==> config.mk <==
export PLATFORM = sky130hd
export DESIGN_NAME = sd_modulator_frontend
export DESIGN_NICKNAME = d
export VERILOG_FILES = /design/src/rtl/sd_pkg.sv /design/src/rtl/sd_sync2.sv /design/src/rtl/sd_modulator_frontend.sv
export SDC_FILE = /design/constraint.sdc
export NUM_CORES = 1
export LEC_CHECK = 0
export ABC_AREA = 1
export CAP_MARGIN = 20
export CORE_MARGIN = 2
export CORE_UTILIZATION = 55
export DETAILED_ROUTE_END_ITERATION = 10
export PLACE_DENSITY_LB_ADDON = 0.2
export SYNTH_ARGS = -nofsm -noshare
export SYNTH_HDL_FRONTEND = slang
export SYNTH_SLANG_ARGS = --single-unit
==> constraint.sdc <==
create_clock -name adc_clk -period 4.36 [get_ports adc_clk]
set_clock_uncertainty 0.2 [all_clocks]
set_input_delay 0.436 -clock adc_clk [delete_from_list [all_inputs] [get_ports adc_clk]]
set_output_delay 0.436 -clock adc_clk [all_outputs]
set_load 0.005 [all_outputs]
==> src/rtl/sd_pkg.sv <==
// Shared sigma-delta parameters and helpers, used by this front end and the CIC block.
package sd_pkg;

  localparam int DECIM_RATIO_DEF = 64;
  localparam int OVL_LEN_DEF     = 256;

  // Width needed to hold a full-window ones count (0..ratio inclusive).
  function automatic int ones_width(input int ratio);
    return $clog2(ratio + 1);
  endfunction

endpackage

==> src/rtl/sd_sync2.sv <==
// Two-flop synchroniser with asynchronous reset; exposes both stages so a
// caller can derive a second flop in parallel with the output stage.
module sd_sync2 (
  input  logic adc_clk,
  input  logic reset,
  input  logic d,
  output logic stage1,
  output logic q
);

  // Capture the asynchronous input, then re-time it once more.
  always_ff @(posedge adc_clk or posedge reset) begin
    if (reset) begin
      stage1 <= 1'b0;
      q      <= 1'b0;
    end else begin
      stage1 <= d;
      q      <= stage1;
    end
  end

endmodule

==> src/rtl/sd_modulator_frontend.sv <==
// Sigma-delta modulator front end: comparator synchroniser, feedback DAC drive,
// decimation clock, per-window ones count and stuck-bit overload detection.
module sd_modulator_frontend
  import sd_pkg::*;
#(
  parameter int DECIM_RATIO = DECIM_RATIO_DEF,
  parameter int OVL_LEN     = OVL_LEN_DEF,
  parameter bit FB_INVERT   = 1'b1
) (
  input  logic                               adc_clk,
  input  logic                               reset,
  input  logic                               enable,
  input  logic                               comp_in,
  input  logic                               clr_ovl,
  output logic                               sigma_delta_out,
  output logic                               fb_out,
  output logic                               decimation_clk,
  output logic [ones_width(DECIM_RATIO)-1:0] ones_count,
  output logic                               ones_valid,
  output logic                               overload,
  output logic                               ovl_sticky
);

  localparam int CNT_W = $clog2(DECIM_RATIO);
  localparam int CW    = ones_width(DECIM_RATIO);
  localparam int RUN_W = $clog2(OVL_LEN + 1);

  localparam logic [CNT_W-1:0] CNT_LAST = CNT_W'(DECIM_RATIO - 1);
  localparam logic [CNT_W-1:0] CNT_HALF = CNT_W'(DECIM_RATIO / 2);
  localparam logic [RUN_W-1:0] RUN_MAX  = RUN_W'(OVL_LEN);

  logic             sync1_s;
  logic [CNT_W-1:0] cnt_r;
  logic [CNT_W-1:0] cnt_next_s;
  logic [CW-1:0]    acc_r;
  logic [CW-1:0]    ones_sum_s;
  logic [RUN_W-1:0] run_r;
  logic [RUN_W-1:0] run_next_s;
  logic             prev_r;
  logic             wrap_s;
  logic             ovl_next_s;

  sd_sync2 u_sync (
    .adc_clk (adc_clk),
    .reset   (reset),
    .d       (comp_in),
    .stage1  (sync1_s),
    .q       (sigma_delta_out)
  );

  // Feedback drive is its own flop so it resets to 0 even when inverted.
  always_ff @(posedge adc_clk or posedge reset) begin
    if (reset) begin
      fb_out <= 1'b0;
    end else begin
      fb_out <= sync1_s ^ FB_INVERT;
    end
  end

  // Next-state terms for window counter, accumulator and run detector.
  always_comb begin
    wrap_s     = (cnt_r == CNT_LAST);
    cnt_next_s = wrap_s ? {CNT_W{1'b0}} : cnt_r + CNT_W'(1);
    ones_sum_s = acc_r + CW'(sigma_delta_out);
    if (sigma_delta_out != prev_r) begin
      run_next_s = RUN_W'(1);
    end else if (run_r >= RUN_MAX) begin
      run_next_s = RUN_MAX;
    end else begin
      run_next_s = run_r + RUN_W'(1);
    end
    ovl_next_s = enable && (run_next_s >= RUN_MAX);
  end

  // Window, ones-count and run-length state; disabling restarts from the reset state.
  always_ff @(posedge adc_clk or posedge reset) begin
    if (reset) begin
      cnt_r          <= {CNT_W{1'b0}};
      acc_r          <= {CW{1'b0}};
      run_r          <= {RUN_W{1'b0}};
      prev_r         <= 1'b0;
      decimation_clk <= 1'b0;
      ones_count     <= {CW{1'b0}};
      ones_valid     <= 1'b0;
      overload       <= 1'b0;
    end else if (!enable) begin
      cnt_r          <= {CNT_W{1'b0}};
      acc_r          <= {CW{1'b0}};
      run_r          <= {RUN_W{1'b0}};
      prev_r         <= 1'b0;
      decimation_clk <= 1'b0;
      ones_valid     <= 1'b0;
      overload       <= 1'b0;
    end else begin
      cnt_r          <= cnt_next_s;
      decimation_clk <= (cnt_next_s < CNT_HALF);
      prev_r         <= sigma_delta_out;
      run_r          <= run_next_s;
      overload       <= ovl_next_s;
      if (wrap_s) begin
        ones_count <= ones_sum_s;
        acc_r      <= {CW{1'b0}};
        ones_valid <= 1'b1;
      end else begin
        acc_r      <= ones_sum_s;
        ones_valid <= 1'b0;
      end
    end
  end

  // Latched overload; a new overload beats a simultaneous clear.
  always_ff @(posedge adc_clk or posedge reset) begin
    if (reset) begin
      ovl_sticky <= 1'b0;
    end else if (ovl_next_s) begin
      ovl_sticky <= 1'b1;
    end else if (clr_ovl) begin
      ovl_sticky <= 1'b0;
    end else begin
      ovl_sticky <= ovl_sticky;
    end
  end

endmodule

==> metrics, run 1 <==
status completed; mean routed wirelength per cell 11.89 um; layer with the highest usage after global routing met2; total of hold buffers inserted after clock tree synthesis 0; maximum number of pins on one net before global-route repair 37; Placement Rows 19; worst stage delay on the critical path 0.53 ns; standard cell area after detailed placement 1822 um2; CP Capture Type output port; fraction of layout instances using a drive strength above 1 9.615%; mean post-synth cell area 8.779 um2; leakage power figure 0.8969 nW; dominant cells by area after synthesis dfrtp_1 55%, nand2_1 12%, nor2_1 6.9%, inv_1 4.9%, ha_1 3.9%; critical path launch point type flop; first-pass GRT wire length 5119 um; number of nets in the synthesized netlist 195; Detailed Route Iter0 Violations 67; number of ports placed on the die boundary 18; required time reported for the critical path endpoint 3.72 ns; register-to-register path setup slack 2.51 ns; routed via count divided by cell count 5.092; Top FF cell, synth dfrtp_1; slew at the pin with the worst max-slew slack 0.4989 ns; Buf/Inv on CP 1; largest buffer count on any clock path 2; met2 capacity usage during global routing 31.30%; area of the core 2781 um2; Die Width 58.34 um; final standard cell utilization of the core 67.84%; Clk Tree Root Cell clkbuf_4; number of design rule violations left after detail routing 0; number of distinct library cells after synthesis 23; Endpoint, Worst Hold u_sync.q; dpl hpwl 2008 um; count of cells resized by post-cts repair 0; number of buffers inserted by post-CTS setup repair 0; vertical die dimension 58.34 um; clock tree from TritonCTS yes; least setup slack across all paths after layout 2.434 ns; overall track demand over capacity in global routing 20.28%; hold_sp u_sync.stage1; Initial Util 58.39%; kind of path behind the tightest hold check flop to flop; 1st-pass router iterations 4; depth of the CTS H-tree 2; clock buffer count from CTS 5; post-route antenna net violation count 0; number of clock sinks 36; Hold Path Cell Cnt 0; vias after detailed routing 1217; classification of the worst setup path flop to output port; final worst path period share 44.17%; family of cells with the greatest summed delay on the critical path buffers and inverters; standard cell with the maximum stage delay on the critical path clkdlybuf4s50_1; total grt overflow 0; Area Overhead vs Synth 16.18%; share of the synthesized area in the top cell type 55.47%; r2r worst-path depth 6; global-route track usage on met3 7.253%; number of placed cells counting well taps 232; via count of the first global-routing pass 1210; final critical delay including setup and external delays 1.926 ns; Final Power 0.5838 mW; clock transition at the register clock pins on the worst setup and hold paths after CTS 0.09 ns; clk_lat worst skew 0.34 ns; placer congestion estimate 0.8664; final setup violation count 0; Synth Register Bits 36; count of yosys warnings during synthesis 0; Arrival @ worst endpoint 1.29 ns; top fanout value on the critical path 5; antenna violations before repair 0; remaining max-slew budget at the tightest pin 66.66%; launch point of the worst reg-to-reg path cnt_r[0]; nets 218; total count of hold-check failures in the final report 0; Fin Setup TNS 0 ns; fraction of the yosys area taken by sequential cells 55.47%; max-cap check violation count 0; cell-by-cell listing of the critical path clkdlybuf4s50_1; Fmax 0.5193 GHz; netlist area before placement 1624 um2; count of pins over their slew limit 0; met1 GRT Util 26.50%; Cells after Synth 185; drt total wl 2841 um; number of diodes 0; asr flop ratio synth 100.0%; Die Area 3404 um2; number of input and output port buffers inserted 17; RSZ-0062 raised after global routing false; Post-Layout Inst Area 1887 um2; most area-hungry cell type in the Yosys netlist dfrtp_1; Post-synth EDFFs 0; Worst Setup Slack post-DPL 2.338 ns; highest ir drop seen on vdd 0.2557 mV; total power density per cell area 309.4 nW/um2; Reg2Reg Capture Point ones_count[2]; worst hold margin 0.1897 ns; non-filler cells in the finished layout 239
state kept, by name (all words and copies together) (netlist names):
register,flops
run_r,8
acc_r,7
ones_count,7
cnt_r,6
decimation_clk,1
fb_out,1
ones_valid,1
overload,1
ovl_sticky,1
prev_r,1
u_sync.q,1
u_sync.stage1,1
synth_stat cells (2+ instances only):
master / instances
o21ai_2: 4
nand3_1: 7
nand4_1: 4
nor2_1: 30
o21ai_1: 3
inv_1: 21
nor3_2: 2
dfrtp_1: 36
inv_2: 4
nand2_1: 52
ha_1: 5
xnor2_1: 2
o21bai_1: 2
xor2_1: 3
nor3_1: 2
power breakdown:
part	switching [mW]	total, mW	internal [mW]
Clock	0.104	0.195	0.0914
Combinational	0.0244	0.0394	0.0150
Sequential	0.00717	0.349	0.342
kinds of logic (layout without fill, tap and decap cells):
logic type,after synthesis,after routing,share of synthesized area [%]
AO/OA/AOI/OAI,12,12,5.084
XOR/XNOR,5,5,2.697
adder cells (fa/ha/maj),5,5,3.852
buffers and inverters,27,50,6.934
flip-flops,36,36,55.47
AND/OR/NAND/NOR,100,100,25.96
cell type report:
class | count | area, um2
Fill cell | 229 | 894.6
Clock buffer | 7 | 65.06
Timing Repair Buffer | 18 | 177.7
Inverter | 25 | 93.84
Multi-Input combinational cell | 122 | 610.6
Sequential cell | 36 | 900.9
Tap cell | 31 | 38.79
routing by layer:
layer  up-vias  wire, um
li1        623         -
met1       564      1265
met2        25      1376
met3         5       146
met4         0        52
met5         -         0
how the worst max path moves through the flow:
| stage | from | to | slack [ns] | cells after the start |
|---|---|---|---|---|
| 2_1_floorplan | u_sync.q | acc_r[2] | 2.86 | 5 |
| 3_3_place_gp | enable | ones_count[2] | 2.40 | 4 |
| 3_5_place_dp | enable | ones_count[2] | 2.34 | 4 |
| 4_1_cts | u_sync.q | sigma_delta_out | 2.40 | 1 |
| 5_1_grt | cnt_r[0] | ones_count[2] | 2.32 | 6 |
| 6_report | u_sync.q | sigma_delta_out | 2.43 | 1 |
layout by cell type, fill, tap and decap left out, drive strengths merged:
cell           count
o21bai             2
nand3              8
nand2             53
o21ai              7
buf                1
nor2              30
a31oi              1
clkdlybuf4s50     17
ha                 5
o22ai              1
inv               25
a21oi              1
nand3b             1
clkbuf             7
dfrtp             36
nor3               4
xnor2              2
xor2               3
nand4              4
(Power assumes the default switching activity.)
==> inputs of run 2 (changes only) <==
clock period = 1.9 ns   (was 4.36 ns; I/O delays follow)
==> metrics, run 2 (synthesis gave the netlist of run 1 again) <==
post-route antenna net violation count 0 (unchanged); fraction of power consumed by sequential logic 61.3% (+1.5 points); antenna violations before repair 0 (unchanged); switching part of the total power 23.21% (+0.050 points); total count of hold-check failures in the final report 0 (unchanged); number of design rule violations left after detail routing 0 (unchanged); Fin Setup TNS 0 ns (unchanged); slew at the pin with the worst max-slew slack 0.4390 ns (-0.05990 ns); Worst Setup Slack post-DPL 0.1423 ns (-2.196 ns); total power density per cell area 691.3 nW/um2 (+120%); routed via count divided by cell count 5.112 (+0.39%); standard cell with the maximum stage delay on the critical path clkdlybuf4s50_1; non-filler cells in the finished layout 241 (+0.84%); total internal power 1.004 mW (+120%); vias after detailed routing 1232 (+1.2%); final worst path period share 88.69%; biggest regs run_r x8, acc_r x7, ones_count x7; clock transition at the register clock pins on the worst setup and hold paths after CTS 0.10 ns (about the same); depth of the CTS H-tree 2 (unchanged); leakage power figure 0.8977 nW (about the same); least setup slack across all paths after layout 0.2149 ns (-2.219 ns); family of cells with the greatest summed delay on the critical path buffers and inverters; largest buffer count on any clock path 2 (unchanged); number of ports placed on the die boundary 18 (unchanged); Detailed Route Iter0 Violations 33 (-51%); top fanout value on the critical path 5 (unchanged); total of hold buffers inserted after clock tree synthesis 0 (unchanged); max-cap check violation count 0 (unchanged); clock network fraction of design power 31.6% (-1.8 points); classification of the worst setup path flop to output port; count of pins over their slew limit 0 (unchanged); fraction of layout instances using a drive strength above 1 10.00% (+0.38 points); register-to-register path setup slack 0.23 ns (-2.28 ns); kind of path behind the tightest hold check input port to asynchronous set/reset pin; highest ir drop seen on vdd 0.5961 mV (+130%); clock buffer count from CTS 5 (unchanged); Reg2Reg Capture Point ones_count[4]; nets 219 (+0.46%); most common library cell in the layout ignoring fill and taps nand2_1; via count of the first global-routing pass 1191 (-1.6%); vertical die dimension 58.34 um (unchanged); final critical delay including setup and external delays 1.685 ns; number of clock sinks 36 (unchanged); critical path launch point type flop; first-pass GRT wire length 4940 um (-3.5%); number of placed cells counting well taps 233 (+0.43%); Clk Tree Root Cell clkbuf_4; clock tree from TritonCTS yes; final standard cell utilization of the core 67.97% (+0.13 points); placer congestion estimate 0.8919 (+2.9%); Area Overhead vs Synth 16.41%; mean routed wirelength per cell 11.22 um (-5.6%); Die Area 3404 um2 (unchanged); cell-by-cell listing of the critical path clkdlybuf4s50_1; number of input and output port buffers inserted 17 (unchanged); total grt overflow 0 (unchanged); maximum number of pins on one net before global-route repair 37 (unchanged); r2r worst-path depth 6 (unchanged); overall track demand over capacity in global routing 18.99% (-1.3 points); Buf/Inv on CP 1 (unchanged); status completed; register with the most flip-flops run_r; Arrival @ worst endpoint 1.30 ns (about the same); dpl hpwl 2026 um (+0.93%); required time reported for the critical path endpoint 1.51 ns (-2.21 ns); flip-flop count of the largest register after layout 8 (unchanged); launch point of the worst reg-to-reg path u_sync.q; remaining max-slew budget at the tightest pin 70.74% (+4.1 points); worst stage delay on the critical path 0.53 ns (about the same); CP Capture Type output port; RSZ-0062 raised after global routing false; drt total wl 2705 um (-4.8%); net switching component of the power 0.3034 mW (+120%); Fmax 0.5934 GHz; portion of total power attributed to combinational logic 7.1% (+0.4 points); final setup violation count 0 (unchanged); worst hold margin 0.05452 ns (-0.1352 ns); most used cells in the layout excluding fill and tap cells 51 x nand2_1, 36 x dfrtp_1, 30 x nor2_1; number of diodes 0 (unchanged); Die Width 58.34 um (unchanged); Initial Util 58.39% (unchanged); clk_lat worst skew 0.32 ns (-0.02 ns); Placement Rows 19 (unchanged); 1st-pass router iterations 4 (unchanged); area of the core 2781 um2 (unchanged)
[run 2: cell types whose count changed in the layout (fill, tap and decap cells not counted), sizes merged]
cell,delta
buf,+1
clkbuf,+1
[run 2: power groups by stage]
stage	Clock [mW]	Combinational (mW)	Sequential (mW)
5_1_grt	0.460	0.108	0.805
3_3_place_gp	0	0.0908	0.815
4_1_cts	0.428	0.0947	0.802
6_report	0.413	0.0922	0.801
3_5_place_dp	0	0.0943	0.817
2_1_floorplan	0	0.0625	0.814
[run 2: through the flow]
stage / power (mW) / instance area (um2)
floorplan: 0.8760 / 1624
global placement: 0.9062 / 1829
detailed placement: 0.9109 / 1829
CTS: 1.325 / 1888
global route: 1.373 / 1891
finish: 1.307 / 1891
[run 2: final cells by class]
cell class / instances / area [um2]
timing repair buffer: 19 / 185.2
inverter: 25 / 93.84
sequential: 36 / 900.9
multi-input combinational: 122 / 613.1
clock buffer: 8 / 58.81
fill: 237 / 890.9
tap: 31 / 38.79
[run 2: routing by layer]
layer,track usage [%],part of all wire [%]
met5,0,0
met4,4.983,0.70
met3,5.934,4.0
met2,31.62,51
met1,24.18,44
[run 2: worst max-delay path by stage]
stage                     startpoint         endpoint  slack, ns  cells after the start
after floorplan             u_sync.q         acc_r[2]       0.40                      5
after CTS                   cnt_r[0]    ones_count[1]       0.12                      6
final                       u_sync.q  sigma_delta_out       0.21                      1
after global routing        u_sync.q    ones_count[4]       0.06                      6
after global placement      cnt_r[0]    ones_count[2]       0.21                      6
after detailed placement    cnt_r[0]    ones_count[1]       0.14                      6
[run 2: what timing repair did]
item / in CTS / in global routing
setup buffers: 0 / 0
hold endpoints to repair: 0 / 0
resized for setup: 0 / 1
endpoints found under the setup margin: 0 / 5
==> inputs of run 3 (changes only) <==
CORE_MARGIN = default   (was 2)
MAX_ROUTING_LAYER = met4   (was default)
==> metrics, run 3 (synthesis gave the netlist of run 1 again) <==
vias after detailed routing 1246 (+1.1%); fraction of power consumed by sequential logic 56.4% (-4.9 points); via count of the first global-routing pass 1242 (+4.3%); vertical die dimension 56.34 um (-3.4%); switching part of the total power 23.13% (-0.085 points); Worst Setup Slack post-DPL 0.08472 ns (-0.05759 ns); number of diodes 0 (unchanged); Clk Tree Root Cell clkbuf_4; maximum number of pins on one net before global-route repair 37 (unchanged); flip-flop count of the largest register after layout 8 (unchanged); first-pass GRT wire length 5188 um (+5.0%); register with the most flip-flops run_r; fraction of layout instances using a drive strength above 1 10.53% (+0.53 points); Die Width 56.34 um (-3.4%); Placement Rows 19 (unchanged); CP Capture Type flop; most used cells in the layout excluding fill and tap cells 51 x nand2_1, 36 x dfrtp_1, 30 x nor2_1; clock tree from TritonCTS yes; portion of total power attributed to combinational logic 6.5% (-0.6 points); number of design rule violations left after detail routing 0 (unchanged); overall track demand over capacity in global routing 22.35% (+3.4 points); total grt overflow 0 (unchanged); remaining max-slew budget at the tightest pin 69.34% (-1.4 points); routed via count divided by cell count 5.192 (+1.6%); final standard cell utilization of the core 68.47% (+0.49 points); kind of path behind the tightest hold check input port to asynchronous set/reset pin; status completed; clock transition at the register clock pins on the worst setup and hold paths after CTS 0.11 ns (about the same); total of hold buffers inserted after clock tree synthesis 0 (unchanged); Detailed Route Iter0 Violations 63 (+91%); dpl hpwl 2110 um (+4.2%); total internal power 1.094 mW (+9.0%); Fin Setup TNS 0 ns (unchanged); placer congestion estimate 0.8536 (-4.3%); clk_lat worst skew 0.34 ns (+0.02 ns); drt total wl 2951 um (+9.1%); number of ports placed on the die boundary 18 (unchanged); RSZ-0062 raised after global routing false; clock network fraction of design power 37.1% (+5.5 points); Area Overhead vs Synth 17.26%; biggest regs run_r x8, acc_r x7, ones_count x7; antenna violations before repair 0 (unchanged); least setup slack across all paths after layout 0.1797 ns (-0.03514 ns); Die Area 3174 um2 (-6.7%); number of clock sinks 36 (unchanged); Arrival @ worst endpoint 1.74 ns (+0.44 ns); top fanout value on the critical path 9 (+4); mean routed wirelength per cell 12.30 um (+9.5%); Initial Util 58.39% (unchanged); highest ir drop seen on vdd 1.091 mV (+83%); most common library cell in the layout ignoring fill and taps nand2_1; leakage power figure 0.9015 nW (+0.43%); max-cap check violation count 0 (unchanged); total power density per cell area 747.5 nW/um2 (+8.1%); register-to-register path setup slack 0.18 ns (-0.05 ns); 1st-pass router iterations 4 (unchanged); final setup violation count 0 (unchanged); largest buffer count on any clock path 2 (unchanged); total count of hold-check failures in the final report 0 (unchanged); slew at the pin with the worst max-slew slack 0.4598 ns (+0.02085 ns); area of the core 2781 um2 (unchanged); nets 218 (-0.46%); post-route antenna net violation count 0 (unchanged); count of pins over their slew limit 0 (unchanged); net switching component of the power 0.3292 mW (+8.5%); clock buffer count from CTS 5 (unchanged); Fmax 0.5813 GHz (-2.0%); required time reported for the critical path endpoint 1.92 ns (+0.41 ns); number of input and output port buffers inserted 17 (unchanged); depth of the CTS H-tree 2 (unchanged); critical path launch point type flop; final worst path period share 90.54% (+1.8 points); final critical delay including setup and external delays 1.720 ns (+0.03514 ns); classification of the worst setup path flop to flop
## run 3: cell count changes in the layout (fill, tap and decap cells not counted)
cell,previous run,this run
buf_4,2,1
bufinv_16,0,1
clkbuf_1,2,0
clkbuf_8,1,0
clkinv_2,0,1
clkinvlp_4,0,1
## run 3: metrics by stage
stage                     instance area (um2)  power [mW]  hold WS [ns]  instances
final                                    1904       1.424       0.02381        240
after floorplan                          1624      0.8760       0.02143        185
after global placement                   1822      0.9050        0.1640        232
after CTS                                1902       1.448       0.01944        240
after global routing                     1904       1.495       0.04855        240
after detailed placement                 1822      0.9110        0.1684        232
## run 3: power by group through the flow
| stage | registers (mW) | logic [mW] | clock network (mW) |
|---|---|---|---|
| final | 0.802 | 0.0925 | 0.529 |
| after global routing | 0.805 | 0.109 | 0.581 |
| after CTS | 0.802 | 0.0944 | 0.552 |
| after detailed placement | 0.817 | 0.0937 | 0 |
| after global placement | 0.816 | 0.0894 | 0 |
| after floorplan | 0.814 | 0.0625 | 0 |
## run 3: repair_timing
action	in CTS	in global routing
resized for setup	0	1
buffers inserted	0	0
hold endpoints to repair	0	0
setup endpoints to repair	0	7
## run 3: per-layer routing
layer	global-route usage, %	wire length [um]	up-vias
met3	7.834	145	4
met4	7.317	34	0
met5	-	0	-
li1	-	-	620
met2	36.73	1470	30
met1	25.75	1301	592
## run 3: final timing paths
| path | startpoint | end | cells past startpoint |
|---|---|---|---|
| worst max register to register | cnt_r[0] | acc_r[6] | 4 |
| worst max-delay path | cnt_r[0] | acc_r[6] | 4 |
| worst min-delay path | reset | run_r[6] | 3 |
| max in group asynchronous | reset | decimation_clk | 3 |
| min in group adc_clk | comp_in | u_sync.stage1 | 1 |
| worst min register to register | u_sync.stage1 | u_sync.q | 0 |
## run 3: layout make-up
type / count / area [um2]
flip-flops and latches: 36 / 900.9
clock buffers: 5 / 37.54
inverters: 25 / 93.84
multi-input cells: 122 / 613.1
repair buffers: 18 / 177.7
well taps: 31 / 38.79
clock inverters: 3 / 42.54
fillers: 225 / 877.1
## run 3: worst max-delay path: stages (launching register included)
cell and delay (ns):
dfrtp_1 0.46, ha_1 0.26, nand3_2 0.14, o21ai_2 0.41
nor2_1 0.12
